$ cat config.mk
export PLATFORM = sky130hd
export DESIGN_NAME = prog_loader
export DESIGN_NICKNAME = d
export VERILOG_FILES = /design/src/rtl/prog_loader_pkg.sv /design/src/rtl/prog_loader_byte_assembler.sv /design/src/rtl/prog_loader.sv
export SDC_FILE = /design/constraint.sdc
export NUM_CORES = 1
export LEC_CHECK = 0
export BUFFER_PORTS_ARGS = -buffer_cell sky130_fd_sc_hd__buf_2
export CORE_MARGIN = 1.5
export CORE_UTILIZATION = 51
export CTS_CLUSTER_DIAMETER = 150
export DETAILED_ROUTE_END_ITERATION = 12
export MAX_ROUTING_LAYER = met4
export PLACE_DENSITY_LB_ADDON = 0.15
export SETUP_SLACK_MARGIN = 0.3
export SYNTH_ARGS = -nofsm -noshare
export SYNTH_HDL_FRONTEND = slang
export SYNTH_SLANG_ARGS = --single-unit
$ cat constraint.sdc
create_clock -name clk -period 3.1 [get_ports clk]
set_input_delay 0.31 -clock clk [delete_from_list [all_inputs] [get_ports clk]]
set_output_delay 0.31 -clock clk [all_outputs]
set_load 0.02 [all_outputs]
$ cat src/rtl/prog_loader_pkg.sv
`default_nettype none
// ============================================================================
// Module      : prog_loader_pkg
// Description : Shared types and constants for the serial program loader:
//               loader state encoding, frame sync byte and default image size.
//               The CHECK state only exists when PROG_LOADER_CHECKSUM_EN is
//               defined.
// Revision    : 1.0 - initial release
// ============================================================================
package prog_loader_pkg;

    // First byte of every frame; anything else received in IDLE is discarded.
    localparam logic [7:0] SYNC_BYTE = 8'hA5;

    // Largest accepted image in 32-bit words (2^(ADDR_W-2) for ADDR_W = 10).
    localparam int MAX_WORDS_DEFAULT = 256;

    typedef enum logic [2:0] {
        ST_IDLE  = 3'd0,
        ST_LEN0  = 3'd1,
        ST_LEN1  = 3'd2,
        ST_DATA  = 3'd3,
`ifdef PROG_LOADER_CHECKSUM_EN
        ST_CHECK = 3'd4,
`endif
        ST_DONE  = 3'd5,
        ST_ERROR = 3'd6
    } state_t;

endpackage : prog_loader_pkg
`default_nettype wire

$ cat src/rtl/prog_loader_byte_assembler.sv
`default_nettype none
// ============================================================================
// Module      : byte_assembler
// Description : Collects four stream bytes, LSB first, into a 32-bit word and
//               emits a one-cycle word_valid pulse together with the word.
//               Cleared by Reset (asynchronous) or i_clear (synchronous).
// Ports       : clk, Reset      - clock, async active-high reset
//               i_clear         - drop any partial word, byte index to 0
//               i_byte_en       - i_byte is part of a data word this cycle
//               i_byte          - stream byte
//               o_byte_idx      - position (0..3) of the next byte in its word
//               o_word_valid    - registered one-cycle strobe, word complete
//               o_word          - last completed word (held until the next)
// Revision    : 1.0 - initial release
// ============================================================================
module byte_assembler (
    input  logic        clk,
    input  logic        Reset,
    input  logic        i_clear,
    input  logic        i_byte_en,
    input  logic [7:0]  i_byte,
    output logic [1:0]  o_byte_idx,
    output logic        o_word_valid,
    output logic [31:0] o_word
);

    logic [1:0]  r_cnt;
    logic [31:0] r_shift;
    logic        r_word_valid;
    logic [31:0] r_word;

    // New bytes enter at the top so the first (least significant) byte ends
    // up in bits [7:0] once four bytes have been shifted in.
    logic [31:0] w_shift_next;
    assign w_shift_next = {i_byte, r_shift[31:8]};

    always_ff @(posedge clk or posedge Reset) begin
        if (Reset) begin
            r_cnt        <= 2'd0;
            r_shift      <= 32'd0;
            r_word_valid <= 1'b0;
            r_word       <= 32'd0;
        end else if (i_clear) begin
            r_cnt        <= 2'd0;
            r_shift      <= 32'd0;
            r_word_valid <= 1'b0;
        end else begin
            r_word_valid <= 1'b0;
            if (i_byte_en) begin
                r_shift <= w_shift_next;
                r_cnt   <= r_cnt + 2'd1;
                if (r_cnt == 2'd3) begin
                    r_word_valid <= 1'b1;
                    r_word       <= w_shift_next;
                end
            end
        end
    end

    assign o_byte_idx   = r_cnt;
    assign o_word_valid = r_word_valid;
    assign o_word       = r_word;

endmodule : byte_assembler
`default_nettype wire

$ cat src/rtl/prog_loader.sv
`default_nettype none
// ============================================================================
// Module      : prog_loader
// Description : Serial program loader for the single-cycle RV32I core.
//               Parses the frame  A5 | len_lo | len_hi | 4*N data bytes
//               [| checksum], writes each little-endian word to instruction
//               memory and holds the core in reset until the image is done.
//               Optional feature macro: PROG_LOADER_CHECKSUM_EN adds a
//               trailing XOR checksum byte and the CHECK state.
// Ports       : clk, Reset        - clock, async active-high reset
//               start             - abort / re-arm pulse (beats a same-cycle byte)
//               in_data/in_valid/in_ready - byte stream handshake
//               imem_we/imem_addr/imem_wd - instruction memory write port
//               core_reset        - high except after a successful load
//               done / error      - image loaded / frame rejected
// Revision    : 1.0 - initial release
// ============================================================================
module prog_loader
    import prog_loader_pkg::*;
#(
    parameter int ADDR_W    = 10,
    parameter int MAX_WORDS = MAX_WORDS_DEFAULT
) (
    input  logic              clk,
    input  logic              Reset,
    input  logic              start,
    input  logic [7:0]        in_data,
    input  logic              in_valid,
    output logic              in_ready,
    output logic              imem_we,
    output logic [ADDR_W-1:0] imem_addr,
    output logic [31:0]       imem_wd,
    output logic              core_reset,
    output logic              done,
    output logic              error
);

    localparam int              IDX_W       = ADDR_W - 2;
    localparam logic [16:0]     c_max_words = 17'(MAX_WORDS);
    localparam logic [IDX_W-1:0] c_idx_one  = {{(IDX_W-1){1'b0}}, 1'b1};

    state_t             r_state;
    logic [7:0]         r_len_lo;
    logic [IDX_W-1:0]   r_last_idx;
    logic [IDX_W-1:0]   r_word_idx;
    logic [ADDR_W-1:0]  r_imem_addr;
    logic               r_done;
    logic               r_error;
    logic               r_core_reset;
`ifdef PROG_LOADER_CHECKSUM_EN
    logic [7:0]         r_csum;
`endif

    logic               w_accept;
    logic [15:0]        w_len;
    logic               w_byte_en;
    logic [1:0]         w_byte_idx;
    logic               w_word_valid;
    logic [31:0]        w_word;

    assign in_ready  = (r_state != ST_DONE) && (r_state != ST_ERROR);
    assign w_accept  = in_valid && in_ready;
    assign w_len     = {in_data, r_len_lo};
    // A data byte dropped by a same-cycle start must not reach the assembler.
    assign w_byte_en = w_accept && (r_state == ST_DATA) && !start;

    byte_assembler u_byte_assembler (
        .clk          (clk),
        .Reset        (Reset),
        .i_clear      (start),
        .i_byte_en    (w_byte_en),
        .i_byte       (in_data),
        .o_byte_idx   (w_byte_idx),
        .o_word_valid (w_word_valid),
        .o_word       (w_word)
    );

    always_ff @(posedge clk or posedge Reset) begin
        if (Reset) begin
            r_state      <= ST_IDLE;
            r_len_lo     <= 8'd0;
            r_last_idx   <= '0;
            r_word_idx   <= '0;
            r_imem_addr  <= '0;
            r_done       <= 1'b0;
            r_error      <= 1'b0;
            r_core_reset <= 1'b1;
`ifdef PROG_LOADER_CHECKSUM_EN
            r_csum       <= 8'd0;
`endif
        end else if (start) begin
            r_state      <= ST_IDLE;
            r_word_idx   <= '0;
            r_done       <= 1'b0;
            r_error      <= 1'b0;
            r_core_reset <= 1'b1;
`ifdef PROG_LOADER_CHECKSUM_EN
            r_csum       <= 8'd0;
`endif
        end else begin
            case (r_state)
                ST_IDLE: begin
                    if (w_accept && (in_data == SYNC_BYTE)) begin
                        r_state    <= ST_LEN0;
                        r_word_idx <= '0;
`ifdef PROG_LOADER_CHECKSUM_EN
                        r_csum     <= 8'd0;
`endif
                    end
                end
                ST_LEN0: begin
                    if (w_accept) begin
                        r_len_lo <= in_data;
                        r_state  <= ST_LEN1;
`ifdef PROG_LOADER_CHECKSUM_EN
                        r_csum   <= r_csum ^ in_data;
`endif
                    end
                end
                ST_LEN1: begin
                    if (w_accept) begin
`ifdef PROG_LOADER_CHECKSUM_EN
                        r_csum <= r_csum ^ in_data;
`endif
                        // Index of the final word; only meaningful when N > 0.
                        r_last_idx <= IDX_W'(w_len) - c_idx_one;
                        if ({1'b0, w_len} > c_max_words) begin
                            r_state <= ST_ERROR;
                            r_error <= 1'b1;
                        end else if (w_len != 16'd0) begin
                            r_state <= ST_DATA;
                        end else begin
`ifdef PROG_LOADER_CHECKSUM_EN
                            r_state <= ST_CHECK;
`else
                            r_state      <= ST_DONE;
                            r_done       <= 1'b1;
                            r_core_reset <= 1'b0;
`endif
                        end
                    end
                end
                ST_DATA: begin
                    if (w_accept) begin
`ifdef PROG_LOADER_CHECKSUM_EN
                        r_csum <= r_csum ^ in_data;
`endif
                        // The assembler publishes the word on the same edge,
                        // so the address register lines up with imem_we.
                        if (w_byte_idx == 2'd3) begin
                            r_imem_addr <= {r_word_idx, 2'b00};
                            r_word_idx  <= r_word_idx + c_idx_one;
                            if (r_word_idx == r_last_idx) begin
`ifdef PROG_LOADER_CHECKSUM_EN
                                r_state <= ST_CHECK;
`else
                                r_state      <= ST_DONE;
                                r_done       <= 1'b1;
                                r_core_reset <= 1'b0;
`endif
                            end
                        end
                    end
                end
`ifdef PROG_LOADER_CHECKSUM_EN
                ST_CHECK: begin
                    if (w_accept) begin
                        if (in_data == r_csum) begin
                            r_state      <= ST_DONE;
                            r_done       <= 1'b1;
                            r_core_reset <= 1'b0;
                        end else begin
                            r_state <= ST_ERROR;
                            r_error <= 1'b1;
                        end
                    end
                end
`endif
                // DONE and ERROR wait for start, handled above.
                default: begin
                    r_state <= r_state;
                end
            endcase
        end
    end

    assign imem_we    = w_word_valid;
    assign imem_wd    = w_word;
    assign imem_addr  = r_imem_addr;
    assign core_reset = r_core_reset;
    assign done       = r_done;
    assign error      = r_error;

endmodule : prog_loader
`default_nettype wire

# Word-level counts from Yosys, hierarchy flattened
# Index checks and enable logic that the tools add are counted.
# Widths: inputs -> output; s select.
dict set report word_totals {
  regBits 105
}
dict set report op_classes {
  add_sub_neg 3
  n_mux 42
  n_lt_le_gt_ge 1
  bitwise 1
  eq_ne 16
  reduce_logical 23
}
# operator count
set op_table {}
lappend op_table {{$mux 32} 2}
lappend op_table {{$mux 8} 4}
lappend op_table {{$mux 3} 9}
lappend op_table {{$ne 3x3->1 const B} 8}
lappend op_table {{$mux 1} 21}
lappend op_table {{$gt 16x9->1 const B} 1}
lappend op_table {{$pmux 8 s2} 1}
lappend op_table {{$reduce_bool 16->1} 1}
lappend op_table {{$reduce_and 7->1} 2}
lappend op_table {{$pmux 3 s4} 1}
lappend op_table {{$reduce_and 3->1} 4}
lappend op_table {{$add 8x1->8 const B} 1}
lappend op_table {{$eq 8x8->1} 1}
lappend op_table {{$eq 8x8->1 const B} 1}
lappend op_table {{$reduce_and 4->1} 2}
lappend op_table {{$reduce_bool 2->1} 4}
lappend op_table {{$sub 8x1->8 const B} 1}
lappend op_table {{$eq 3x2->1 const B} 2}
lappend op_table {{$ne 3x2->1 const B} 2}
lappend op_table {{$reduce_bool 3->1} 2}
lappend op_table {{$logic_and 1x1->1} 5}
lappend op_table {{$reduce_bool 5->1} 1}
lappend op_table {{$mux 2} 2}
lappend op_table {{$pmux 1 s2} 2}
lappend op_table {{6 further kinds} 6}

# Longest topological paths before layout
dict set report logic_depth {
  word_depth 7
  ltp_mapped 10
}

# Cells and area by module
# A second synthesis with hierarchy kept.
dict set report hier_totals {
  hier_cells 351
  area_unflattened_um2 4361.7
}
# module seq_area_each_um2 instances area_per_inst_um2 cells_per_inst
set by_module_without_submodules {}
lappend by_module_without_submodules {byte_assembler 1476.4 1 2417.3 156}
lappend by_module_without_submodules {prog_loader 952.2 1 1944.4 195}

# Worst setup path before layout
# OpenSTA, ideal clock, no wires.
dict set report synth_path {
  kind {reg-to-reg}
  startpoint {register r_len_lo[0]}
  endpoint {register r_core_reset, in the netlist core_reset}
  path_stages_with_launch 8
  slack_ps 961
  required_ps 3023
  t_arrival_ps 2062
  path_cell_list {dfrtp_1 inv_1 ha_1 or4b_4 or4_4 o41ai_2 nand4_1 o21a_1}
}
dict set report synth_between {
  elab_chain_cells 3
  word_cells_on_any_way 5
}
# element line_no
set synth_rtl {}
lappend synth_rtl {{from (decl)} prog_loader.sv:43} ;# logic [7:0] r_len_lo;
lappend synth_rtl {{from (signal assigned)} prog_loader.sv:113} ;# r_len_lo <= in_data;
lappend synth_rtl {{$gt 16x9->1 / $reduce_bool 16->1 (equally long branches)} {prog_loader.sv:127, prog_loader.sv:130}}
lappend synth_rtl {{$ne 3x3->1 (no source line)} -}
lappend synth_rtl {{$reduce_and 7->1 (no source line) (*)} -}
lappend synth_rtl {{to (signal assigned)} prog_loader.sv:96} ;# r_core_reset <= 1'b1;
lappend synth_rtl {{to (signal assigned)} prog_loader.sv:138} ;# r_core_reset <= 1'b0;
lappend synth_rtl {{to (signal assigned)} prog_loader.sv:159} ;# r_core_reset <= 1'b0;
lappend synth_rtl {{to (decl)} prog_loader.sv:49} ;# logic r_core_reset;
# Mark *: on every way between the ends. The rest lies on a longest branch, timed or not.
# A chain may end at the register's enable or synchronous reset.

# Worst setup path after layout
# Ends and elaborated chain as after synthesis.

==> results.py <==
metrics = {
    "outcome": {
        "status": "finished clean",
    },
    "cts": {
        "ctsRootBufferMaster": "clkbuf_8",
        "post_cts_buffers": 0,
        "clkTransAtPathRegs_ps": 100,
        "htree_num_levels": 3,
        "hold_buffers": 0,
        "cts_num_sinks": 97,
        "cts_resized": 0,
        "clock_path_buffers": 2,
        "clock_latency_ps": 370,
        "cts_tree": "yes",
        "numCtsBuffers": 9,
    },
    "logic_synthesis": {
        "synth_xor_area_share_pct": 2.79,
        "synth_most_common_cell": "dfrtp_1",
        "synth_top_area_share_pct": 58.9,
        "synth-edff-count": 0,
        "ys_types": 41,
        "synth_top_family_by_area": "simple AND/OR/NAND/NOR gates",
        "ys_top_cells_by_area": "dfrtp_1 (59%), mux2_2 (9.1%), nand2_1 (6.4%), a22o_1 (5.4%), xnor2_1 (2.8%)",
        "syn_inst": 353,
        "synth-compound-area-share_pct": 12.0,
        "synthAdderAreaFrac_pct": 0.921,
        "synth.mux.area_fraction_pct": 9.12,
        "netlist_area_um2": 4080,
        "synth_seq_area_share_pct": 59.6,
        "synth_area_per_cell_um2": 11.5,
        "ys_seq_elements": 97,
        "yosysTopAreaCell": "dfrtp_1",
        "yosys.area_share.simple_pct": 12.4,
        "synth-async-reset-ratio_pct": 100,
        "synthFlopType": "dfrtp_1",
        "yosysWarnings": 0,
        "synth_common_cells": "dfrtp_1 (96), nand2_1 (69), mux2_2 (33)",
    },
    "power_and_ir_drop": {
        "leakagePower_nw": 2.40,
        "p_int_mw": 1.97,
        "p_comb_share_pct": 14.5,
        "clkPwrFrac_pct": 31.5,
        "switchingPower_mw": 0.821,
        "vdd_drop_max_uv": 418,
        "power_frac_seq_pct": 53.9,
        "p_sw_share_pct": 29.4,
        "powerDensity_nw_per_um2": 598,
    },
    "routing": {
        "ant_nets": 0,
        "wl_per_cell_um": 16.2,
        "drc": 0,
        "dr.pass1.iters": 4,
        "dr_total_vias": 2828,
        "viasPerCell": 5.50,
        "drt_iter0_drc": 170,
        "drt_wl_total_um": 8300,
    },
    "sta": {
        "post-route-period-util_pct": 74.5,
        "setup_slack_ps": 792,
        "fin_tns_setup_ps": 0,
        "rsz0062_at_grt": "false",
        "final-setup-viol-count": 0,
        "tightest_slew_ps": 697,
        "min_period_ps": 2310,
        "hold_viol": 0,
        "skew_ps": 13.0,
        "slew_viol_final": 0,
        "timing.fmax_mhz": 433,
        "slew_headroom_pct": 53.4,
    },
    "placed_design": {
        "pre_cts_ws_ps": 820,
        "place_hpwl_um": 5630,
        "portBuffers": 56,
        "dp_cells": 498,
        "place_congestion": 0.835,
    },
    "cells_and_area": {
        "finalNonFillerCells": 514,
        "syn_to_final_growth_pct": 14.7,
        "diodes": 0,
        "nets": 422,
        "drive_gt1_share_pct": 29.1,
    },
    "critical_path": {
        "rrSetupSlack_ps": 790,
        "cp_cell_sequence": "inv_1, ha_1, or4b_4, or4_4, o41ai_2, nand4_1, o21a_1",
        "critical_path_arrival_ps": 2610,
        "critPathKind": "flip-flop to flip-flop",
        "r2r_start": "r_len_lo[0]$_DFFE_PP0P_",
        "path_buf_inv": 1,
        "start_kind": "flip-flop",
        "reg2reg_to": "core_reset$_DFFE_PP1P_",
        "critPathTopFamily": "simple AND/OR/NAND/NOR gates",
        "critPathMaxFanout": 4,
        "crit_slowest_cell": "or4b_4",
        "cpPeakStageDelay_ps": 490,
        "r2r_cells": 7,
        "crit_path_end_kind": "flip-flop",
        "cp.required_ps": 3400,
    },
    "global_routing": {
        "first_global_vias": 2630,
        "grt_pass1_wl_um": 13700,
        "track_usage_pct": 21.4,
        "grt_max_degree": 68,
        "grt-ovfl-total": 0,
        "antenna_found_initial": 0,
    },
    "floorplan": {
        "io_pins": 59,
        "rows": 32,
        "dieArea_um2": 8540,
        "coreArea_um2": 7730,
        "die-width_um": 92.4,
        "die_height_um": 92.4,
        "start_util_pct": 52.7,
    },
    "hold_path": {
        "hold_class": "input port to asynchronous set/reset pin",
    },
    "run": {
        "drv_cap": 0,
    },
}
[worst reg2reg max path: cells and delay by family, from the launching register on]
kind / cells / cell delay (ps)
compound gates: 2 / 440
fa+ha+maj: 1 / 200
buf+inv: 1 / 80
flops: 1 / 410
simple gates: 3 / 1130
[area by class of cell]
| cell class | count | area (um^2) |
|---|---|---|
| fill | 648 | 3050 |
| sequential | 97 | 2430 |
| multi-input combinational | 228 | 1530 |
| timing repair buffer | 62 | 338 |
| tap | 102 | 128 |
| clock buffer | 9 | 124 |
| clock inverter | 7 | 91.3 |
| inverter | 9 | 37.5 |
[flip-flops by register name, summed over array words and instances, names as in the netlist]
register,count
core_reset,1
u_byte_assembler.o_byte_idx,2
done,1
imem_addr,8
u_byte_assembler.o_word_valid,1
r_word_idx,8
r_last_idx,8
r_len_lo,8
error,1
u_byte_assembler.r_shift,24
r_state,3
u_byte_assembler.o_word,32
[metal layers]
| metal | global-route usage [%] | up-vias | wire [um] |
|---|---|---|---|
| li1 | - | 1346 | - |
| met1 | 31.2 | 1391 | 4090 |
| met2 | 30.3 | 81 | 3730 |
| met3 | 3.61 | 10 | 378 |
| met4 | 8.08 | 0 | 102 |
| met5 | - | - | 0 |
[stage by stage]
step | power [mW] | hold slack, ps | cell area [um^2] | util [%]
6_report | 2.80 | 38.3 | 4670 | 60.5
5_1_grt | 2.94 | 75.9 | 4670 | 60.5
4_1_cts | 2.82 | 48.2 | 4670 | 60.5
3_5_place_dp | 1.94 | 451 | 4460 | 57.7
3_3_place_gp | 1.92 | 445 | 4460 | 57.7
2_1_floorplan | 1.83 | 415 | 4080 | -
[placed cells by master, fill, tap and decap left out, types with 2 or more instances in the layout]
cell,n
buf_2,56
a21oi_1,6
nand3_1,8
clkinvlp_4,2
conb_1,2
nand2_1,69
nand4_1,4
nor3_1,4
inv_8,4
mux2_2,33
and3_1,2
o41ai_1,2
o31ai_1,3
buf_4,5
or4_1,3
ha_1,3
a22o_1,25
o21ai_0,21
clkbuf_8,9
inv_1,8
nor2_1,11
dfrtp_1,96
xnor2_1,13
[cells by family (layout without fill, tap and decap cells)]
family          after synthesis  count (layout)
compound gates               67              67
xor+xnor                     13              13
fa+ha+maj                     3               3
buf+inv                      29              87
flops                        97              97
mux                          33              33
other cells                   1               2
simple gates                110             110
[power by group through the flow]
| stage | Clock (mW) | Combinational, mW | Sequential [mW] |
|---|---|---|---|
| after global placement | 0 | 0.397 | 1.53 |
| final | 0.881 | 0.407 | 1.51 |
| after global routing | 0.954 | 0.461 | 1.53 |
| after floorplan | 0 | 0.349 | 1.48 |
| after CTS | 0.904 | 0.411 | 1.51 |
| after detailed placement | 0 | 0.410 | 1.53 |
[how the worst max path moves through the flow]
stage / from / to / depth (start not counted)
after CTS: r_len_lo[0]$_DFFE_PP0P_ / core_reset$_DFFE_PP1P_ / 7
after global placement: r_len_lo[0]$_DFFE_PP0P_ / core_reset$_DFFE_PP1P_ / 7
after floorplan: r_len_lo[0]$_DFFE_PP0P_ / core_reset$_DFFE_PP1P_ / 7
after detailed placement: r_len_lo[0]$_DFFE_PP0P_ / core_reset$_DFFE_PP1P_ / 7
final: r_len_lo[0]$_DFFE_PP0P_ / core_reset$_DFFE_PP1P_ / 7
after global routing: r_len_lo[0]$_DFFE_PP0P_ / core_reset$_DFFE_PP1P_ / 7
No activity file was read; power rests on OpenSTA's default activity.
